[src/rtl/if_prefetch.sv]
// if_prefetch: sequential instruction prefetch stage with a
// DEPTH-entry output buffer and redirect flush of in-flight fetches.
module if_prefetch #(
  parameter int unsigned DEPTH    = 4,
  parameter logic [31:0] RESET_PC = 32'h0000_3000
) (
  input  logic        clk,
  input  logic        reset,
  output logic        mem_req_valid,
  output logic [31:0] mem_req_addr,
  input  logic        mem_req_ready,
  input  logic        mem_resp_valid,
  input  logic [31:0] mem_resp_data,
  output logic        out_valid,
  output logic [31:0] out_instr,
  output logic [31:0] out_pc,
  input  logic        out_ready,
  input  logic        redirect,
  input  logic [31:0] redirect_pc
);

  localparam int unsigned AW = $clog2(DEPTH);
  localparam int unsigned CW = AW + 1;
  localparam logic [CW:0] DEPTH_C = DEPTH[CW:0];

  typedef logic [AW-1:0] ptr_t;
  typedef logic [CW-1:0] cnt_t;

  typedef struct packed {
    logic [29:0] pc;
    logic [31:0] instr;
  } ent_t;

  logic [31:0] fetch_pc;

  ent_t        fifo [DEPTH];
  ptr_t        head;
  ptr_t        tail;
  cnt_t        occ;

  logic [29:0] pcq [DEPTH];
  ptr_t        pcq_wr;
  ptr_t        pcq_rd;

  cnt_t        inflight;
  cnt_t        drop;

  logic        req_fire;
  logic        resp_fire;
  logic        resp_drop;
  logic        push;
  logic        pop;
  logic [CW:0] credit_used;

  // Credit check, handshakes and head-of-buffer outputs
  always_comb begin
    credit_used   = {1'b0, inflight} + {1'b0, occ};
    mem_req_valid = reset && !redirect
                    && (credit_used < DEPTH_C);
    mem_req_addr  = fetch_pc;
    req_fire      = mem_req_valid && mem_req_ready;
    resp_fire     = mem_resp_valid;
    resp_drop     = redirect || (drop != '0);
    push          = resp_fire && !resp_drop;
    out_valid     = (occ != '0);
    pop           = out_valid && out_ready;
    out_instr     = '0;
    out_pc        = '0;
    if (out_valid) begin
      out_instr = fifo[head].instr;
      out_pc    = {fifo[head].pc, 2'b00};
    end
  end

  // Fetch PC and the pointers of the per-request PC queue
  always_ff @(posedge clk or negedge reset) begin
    if (!reset) begin
      fetch_pc <= RESET_PC & 32'hFFFF_FFFC;
      pcq_wr   <= '0;
      pcq_rd   <= '0;
    end else begin
      if (redirect) begin
        fetch_pc <= redirect_pc & 32'hFFFF_FFFC;
      end else if (req_fire) begin
        fetch_pc <= fetch_pc + 32'd4;
      end
      if (req_fire) begin
        pcq_wr <= pcq_wr + ptr_t'(1);
      end
      if (resp_fire) begin
        pcq_rd <= pcq_rd + ptr_t'(1);
      end
    end
  end

  // PC of each accepted request, consumed in response order
  always_ff @(posedge clk) begin
    if (req_fire) begin
      pcq[pcq_wr] <= fetch_pc[31:2];
    end
  end

  // Outstanding-request and stale-response counters
  always_ff @(posedge clk or negedge reset) begin
    if (!reset) begin
      inflight <= '0;
      drop     <= '0;
    end else begin
      inflight <= inflight + cnt_t'(req_fire)
                  - cnt_t'(resp_fire);
      if (redirect) begin
        drop <= inflight - cnt_t'(resp_fire);
      end else if (resp_fire && (drop != '0)) begin
        drop <= drop - cnt_t'(1);
      end
    end
  end

  // Output buffer pointers and occupancy; redirect empties it
  always_ff @(posedge clk or negedge reset) begin
    if (!reset) begin
      head <= '0;
      tail <= '0;
      occ  <= '0;
    end else if (redirect) begin
      head <= '0;
      tail <= '0;
      occ  <= '0;
    end else begin
      if (push) begin
        tail <= tail + ptr_t'(1);
      end
      if (pop) begin
        head <= head + ptr_t'(1);
      end
      occ <= occ + cnt_t'(push) - cnt_t'(pop);
    end
  end

  // Output buffer storage
  always_ff @(posedge clk) begin
    if (push) begin
      fifo[tail] <= '{pc: pcq[pcq_rd], instr: mem_resp_data};
    end
  end

endmodule

[config.mk]
export PLATFORM = sky130hd
export DESIGN_NAME = if_prefetch
export DESIGN_NICKNAME = d
export VERILOG_FILES = /design/src/rtl/if_prefetch.sv
export SDC_FILE = /design/constraint.sdc
export NUM_CORES = 1
export LEC_CHECK = 0
export CAP_MARGIN = 10
export CORE_MARGIN = 10
export CORE_UTILIZATION = 61
export CTS_CLUSTER_SIZE = 28
export DETAILED_ROUTE_END_ITERATION = 10
export MAX_ROUTING_LAYER = met4
export PLACE_DENSITY = 0.85
export SETUP_SLACK_MARGIN = 0.3
export SLEW_MARGIN = 5
export SYNTH_ARGS = -nofsm -noshare
export SYNTH_HDL_FRONTEND = slang
export SYNTH_SLANG_ARGS = --single-unit
[constraint.sdc]
create_clock -name clk -period 7.9 [get_ports clk]
set_input_delay 1.975 -clock clk [delete_from_list [all_inputs] [get_ports clk]]
set_output_delay 1.975 -clock clk [all_outputs]
set_load 0.01 [all_outputs]
==> qor.tcl <==
set qor(postCtsResizedCells) 0
set qor(final_cell_count_no_fill) 1418
set qor(worst_hold_path.num_cells) 1
set qor(pre_cts_ws_ps) 2530
set qor(rr_worst_depth) 11
set qor(power_density_cells_nw_per_um2) 320.8
set qor(timing.critical_path.fanout_max) 49
set qor(worstPathRequired_ps) 5930
set qor(grt_max_degree) 65
set qor(power.total_mw) 6.341
set qor(final.setup_skew_ps) 9.235
set qor(ys.warnings.count) 0
set qor(worst_setup_hold_path_clk_slew_ps) 60
set qor(synth-edff-count) 368
set qor(hpwl_mm) 20.49
set qor(core_box_area_um2) 26800
set qor(nets) 1138
set qor(die_x_um) 184.7
set qor(rsz0062_at_grt) {no}
set qor(layout.filler_cells) 1554
set qor(clkSinkCount) 415
set qor(layout-drive-gt1-share_pct) 16.82
set qor(clkLatencyLatePin_ps) 520
set qor(max_stage_delay_ps) 550
set qor(setup_ws_ps) 2530
set qor(timing.setup.tns_ps) 0
set qor(placed_cells_incl_taps) 1345
set qor(detail_route.iter0.violations) 746
set qor(max-cap-violations) 0
set qor(ir_drop_mv) 0.1786
set qor(post_dp_cell_area_um2) 18460
set qor(post_cts_buffers) 0
set qor(leakagePower_nw) 6.526
set qor(tritoncts) {built}
set qor(area_growth_syn_to_layout_pct) 19.54
set qor(drt_first_pass_iters) 5
set qor(cp_data_arrival_time_ps) 3390
set qor(final_cell_mix) {sky130_fd_sc_hd__edfxtp_1 (368), sky130_fd_sc_hd__clkdlybuf4s50_1 (159), sky130_fd_sc_hd__mux4_2 (92)}
set qor(final_area_um2) 19770
set qor(ctsHoldBuffers) 0
set qor(cts_made_buffers) 41
set qor(routed-via-count) 8708
set qor(synth_ff_type) {sky130_fd_sc_hd__edfxtp_1}
set qor(clock_tree.buffer_depth) 3
set qor(hold_slack_ps) 557.5
set qor(totalWireLength_mm) 34.29
set qor(worst_path_max_delay_cell) {sky130_fd_sc_hd__clkdlybuf4s50_1}
set qor(min_path_type) {reg -> reg}
set qor(outcome) {finished clean}
set qor(grt_overflow) 0
set qor(io_pins) 168
set qor(relSlewSlack_pct) 23.67
set qor(finalCoreUtilization_pct) 73.77
set qor(vertical_die_dimension_um) 184.7
set qor(multiInputGateArea_um2) 4040
set qor(vias_in_the_first_global_route) 9220
set qor(cts.htree.levels) 2
set qor(yosys.cell_types.count) 49
set qor(path_class) {in -> out}
set qor(cp-end-kind) {output port}
set qor(syn-mean-instance-area_um2) 18.90
set qor(initial_antenna_violation_count) 0
set qor(final_routed_drc_violation_total) 0
set qor(post_synth_inst_count) 875
set qor(finalWorstPathRequiredPeriod_ps) 5370
set qor(post_drt_wl_per_cell_um) 24.18
set qor(effective_utilization_at_floorplan_pct) 61.71
set qor(layout_commonest_cell) {sky130_fd_sc_hd__edfxtp_1}
set qor(avgViaCountPerCell) 6.141
set qor(cp_cell_sequence) {buf_2, buf_4, and3_1, clkdlybuf4s50_1}
set qor(asyncSetResetFlopFracSynth_pct) 11.33
set qor(final-max-slew-violation-count) 0
set qor(grt_pass1_wl_mm) 53.58
set qor(port-buffer-count) 161
set qor(rows) 60
set qor(antenna_left) 0
set qor(clk_root_buffer_cell) {sky130_fd_sc_hd__clkbuf_16}
set qor(timing.fmax_ghz) 0.1862
set qor(fin_crit_share_pct) 67.97
set qor(seq_area_frac_synth_pct) 73.94
set qor(timing_hold_violations_final) 0
set qor(grt_util_all_layers_pct) 21.16
set qor(die-area_um2) 34100
set qor(sequential_cell_area_um2) 12240
set qor(worstSetupStartpointType) {input pin}
set qor(actual_slew_at_the_worst_max_slew_pin_ps) 1141
set qor(ys_seq_elements) 415
set qor(final-setup-viol-count) 0
set qor(syn_area_um2) 16540
set qor(routability_congestion_estimate_from_global_placement) 0.8671
-- cell families after synthesis --
| logic type | share of synthesized area, % |
|---|---|
| flops | 73.94 |
| mux | 12.65 |
| simple gates | 6.491 |
| compound gates | 2.762 |
| buf+inv | 1.763 |
| fa+ha+maj | 1.680 |
| other cells | 0.02267 |
| xor+xnor | 0.6885 |
-- where the power goes --
part	switching [mW]	internal [mW]	total, mW
clock network	0.762	1.13	1.90
registers	0.214	2.63	2.84
logic	0.722	0.885	1.61
-- state kept, by name, summed over array words and instances (netlist names) --
signal and flops:
fifo 248, pcq 120, mem_req_addr 30, drop 3, inflight 3, occ 3, head 2, pcq_rd 2
pcq_wr 2, tail 2
-- worst paths after layout --
kind,from,to,slack [ps]
worst min register to register,pcq_rd[0],pcq_rd[0],560
min in group asynchronous,reset,mem_req_addr[19],1550
max in group asynchronous,reset,head[0],5850
worst max register to register,occ[1],inflight[2],4720
worst min-delay path,pcq_rd[0],pcq_rd[0],560
worst max-delay path,reset,mem_req_valid,2530
-- layout make-up --
| type | count | area share, % |
|---|---|---|
| well taps | 341 | 2.158 |
| clock inverters | 19 | 1.082 |
| inverters | 20 | 0.3797 |
| flip-flops and latches | 415 | 61.89 |
| multi-input cells | 397 | 20.44 |
| clock buffers | 53 | 5.519 |
| repair buffers | 172 | 8.518 |
| diodes | 1 | 0.01266 |
-- cells in the mapped netlist (5+ instances only) --
master                     number  area (um^2)
sky130_fd_sc_hd__dfrtp_1       45         1126
sky130_fd_sc_hd__clkbuf_1      18        67.56
sky130_fd_sc_hd__buf_2         17        85.08
sky130_fd_sc_hd__o211ai_1      13        97.59
sky130_fd_sc_hd__xnor2_1        8        70.07
sky130_fd_sc_hd__mux4_2        92         2072
sky130_fd_sc_hd__edfxtp_1     368        11050
sky130_fd_sc_hd__inv_1         19        71.32
sky130_fd_sc_hd__a31oi_1        5        31.28
sky130_fd_sc_hd__o21ai_0       20        100.1
sky130_fd_sc_hd__a21oi_1        6        30.03
sky130_fd_sc_hd__o311ai_0       9        78.83
sky130_fd_sc_hd__buf_1          6        22.52
sky130_fd_sc_hd__nand2_1       43        161.4
sky130_fd_sc_hd__nor2_1        22        82.58
sky130_fd_sc_hd__xor2_1         5        43.79
sky130_fd_sc_hd__nand3_1       24        120.1
sky130_fd_sc_hd__and3_1         5        31.28
sky130_fd_sc_hd__ha_1          19        237.7
sky130_fd_sc_hd__nand4_1       10        62.56
sky130_fd_sc_hd__and2_1        71        444.2
-- routing by layer --
metal | wire length, um | track usage (%) | up-vias
li1 | - | - | 3816
met1 | 13760 | 27.10 | 4393
met2 | 16900 | 34.00 | 435
met3 | 2897 | 4.607 | 64
met4 | 727 | 5.722 | 0
met5 | 0 | - | -
-- critical path, delay by kind of cell --
| family | cells | cell delay (ps) |
|---|---|---|
| buffers and inverters | 3 | 1120 |
| AND/OR/NAND/NOR | 1 | 260 |
Note: power is estimated with default switching activity, not from simulation.
==> edit (same settings) <==
Set the parameter `DEPTH` to 2 (it was 4).
--- a/src/rtl/if_prefetch.sv
+++ b/src/rtl/if_prefetch.sv
@@ -3,3 +3,3 @@
 module if_prefetch #(
-  parameter int unsigned DEPTH    = 4,
+  parameter int unsigned DEPTH    = 2,
   parameter logic [31:0] RESET_PC = 32'h0000_3000
Formal check against the unedited RTL: not equivalent (Yosys sat finds a counterexample within 4 cycles, from zero or initial values and one cycle with reset low).
==> edit against the original RTL <==
  * Sequential cell count shrank 191
  * Wire length decreased by 41%
  * Via count fell by 34%
  * Area after synthesis down 45%
  * Worst setup slack got worse by 180 ps
  * Design area is 41% lower
  * Critical path depth stayed put
  * Clock skew up 1.1 ps
  * Total power decreased by 44%
  * Clock power down 46%
  * Critical path type unchanged
  * Highest routed layer unchanged
==> edit: results (changes against the original RTL) <==
status - finished clean
fill count - 799 (-49%)
Clk Latency, worst-skew pair - 490 ps (-30 ps)
H-tree level count - 1 (-1)
Post-synth EDFFs - 184 (-50%)
Post-CTS Resized - 0 (unchanged)
fraction of the mapped netlist area in adder cells - 1.17% (-0.51 points)
Top reg by flops - fifo
xor/xnor cell area share of the yosys netlist - 1.72% (+1.0 points)
Synth area leaders - edfxtp_1, dfrtp_1, mux2i_1
GRT met1 Usage - 24.8% (-2.3 points)
router iterations before antenna repair - 4 (-1)
Synth async-reset ratio - 17.9% (+6.5 points)
largest net degree at the start of global routing - 64 (-1.5%)
Worst-path clk slew - 60 ps (about the same)
Total Wirelength - 20100 µm (-41%)
gpl congestion - 0.879 (+1.4%)
first-pass GRT wire length - 31700 µm (-41%)
total CTS buffers - 23 (-44%)
GRT Util Overall - 20.1% (-1.0 points)
layout cells sized above 1 - 9.95% (-6.9 points)
DP Area - 0.0110 mm² (-41%)
Slew HR - 25.8% (+2.1 points)
grt met2 use - 33.3% (-0.73 points)
CP max stage delay - 640 ps (+90 ps)
Critical Path Fanout Max - 36 (-27%)
CP max-delay cell - clkdlybuf4s50_1
Setup Fix Bufs, Post-CTS - 0 (unchanged)
Hold Crit Class - flop to flop
Leakage - 3.94 nW (-40%)
sequential-to-total area share from yosys stat - 71.2% (-2.7 points)
Final nets - 856 (-25%)
complex-gate fraction of the synthesized area - 3.51% (+0.75 points)
Net Sw Frac - 28.4% (+1.7 points)
Detailed Place HPWL - 13300 µm (-35%)
Largest register FFs - 124 (-50%)
mux cell area share after synthesis - 10.6% (-2.1 points)
Vias/cell - 5.91 (-3.7%)
list of most frequent post-synthesis cells - edfxtp_1, nor2_1, mux2i_1
initial antenna violation count - 1 (+1)
Synth top area share - 60.3% (-6.6 points)
Syn. warnings - 0 (unchanged)
critical path data arrival time - 3580 ps (+190 ps)
count leader, synth - edfxtp_1
count of different cell masters after synthesis - 43 (-12%)
number of global-route vias before repair - 5993 (-35%)
DRT iter0 DRCs - 305 (-59%)
met3 usage - 4.38% (-0.23 points)
Setup Skew - 10.3 ps (+1.10 ps)
VDD IR-drop max - 0.000216 V (+21%)
edit: cell count changes after synthesis, sizes merged, moves of 30 or more:
cell / change
edfxtp: -184
mux4: -92
and2: -67
nor2: +64
mux2i: +61
mux2: +30
edit: per-layer routing:
layer | up-vias | routed length, µm
met5 | - | 0
met4 | 0 | 298
met3 | 29 | 1770
met2 | 283 | 9940
met1 | 2836 | 8130
li1 | 2639 | -
edit: power by group through the flow:
stage,Combinational [mW],Sequential [mW],Clock [mW]
2_1_floorplan,0.571,1.51,0
3_3_place_gp,0.978,1.58,0
3_5_place_dp,1.01,1.58,0
4_1_cts,1.01,1.56,1.03
5_1_grt,1.08,1.58,1.08
6_report,0.998,1.56,1.02
edit: layout make-up:
class,instances,area share [%]
multi-input combinational,350,21.3
timing repair buffer,168,14.2
sequential,224,56.0
tap,184,1.97
clock buffer,33,5.60
clock inverter,8,0.536
antenna,1,0.0214
inverter,11,0.354
edit: final timing paths:
kind,start,end,slack [ps],cells past startpoint
min in group asynchronous,reset,mem_req_addr[16],1540,2
hold reg to reg,inflight[0],inflight[0],540,1
hold / removal,inflight[0],inflight[0],540,1
setup reg to reg,occ[0],mem_req_addr[16],4570,6
setup / recovery,redirect,mem_req_valid,2350,4
max in group asynchronous,reset,head,5920,2
edit: kinds of logic after synthesis:
logic type,count (synthesis)
DFF,224
and+or+nand+nor,178
muxes,93
AOI/OAI and AO/OA,49
buffers and inverters,45
xor gates and xnor gates,18
adders and majority gates,8
other,1
edit: critical path: cells and delay by family:
kind	cells	cell delay, ps
and+or+nand+nor	1	310
buffers and inverters	3	1270
edit: per-stage QoR:
stage          std cells  utilization, %  setup WS [ps]
6_report             979            79.7           2350
5_1_grt              979            79.7           2260
4_1_cts              978            79.7           2340
3_5_place_dp         937            74.8           2390
3_3_place_gp         937            74.8           2390
2_1_floorplan        619               -           2140
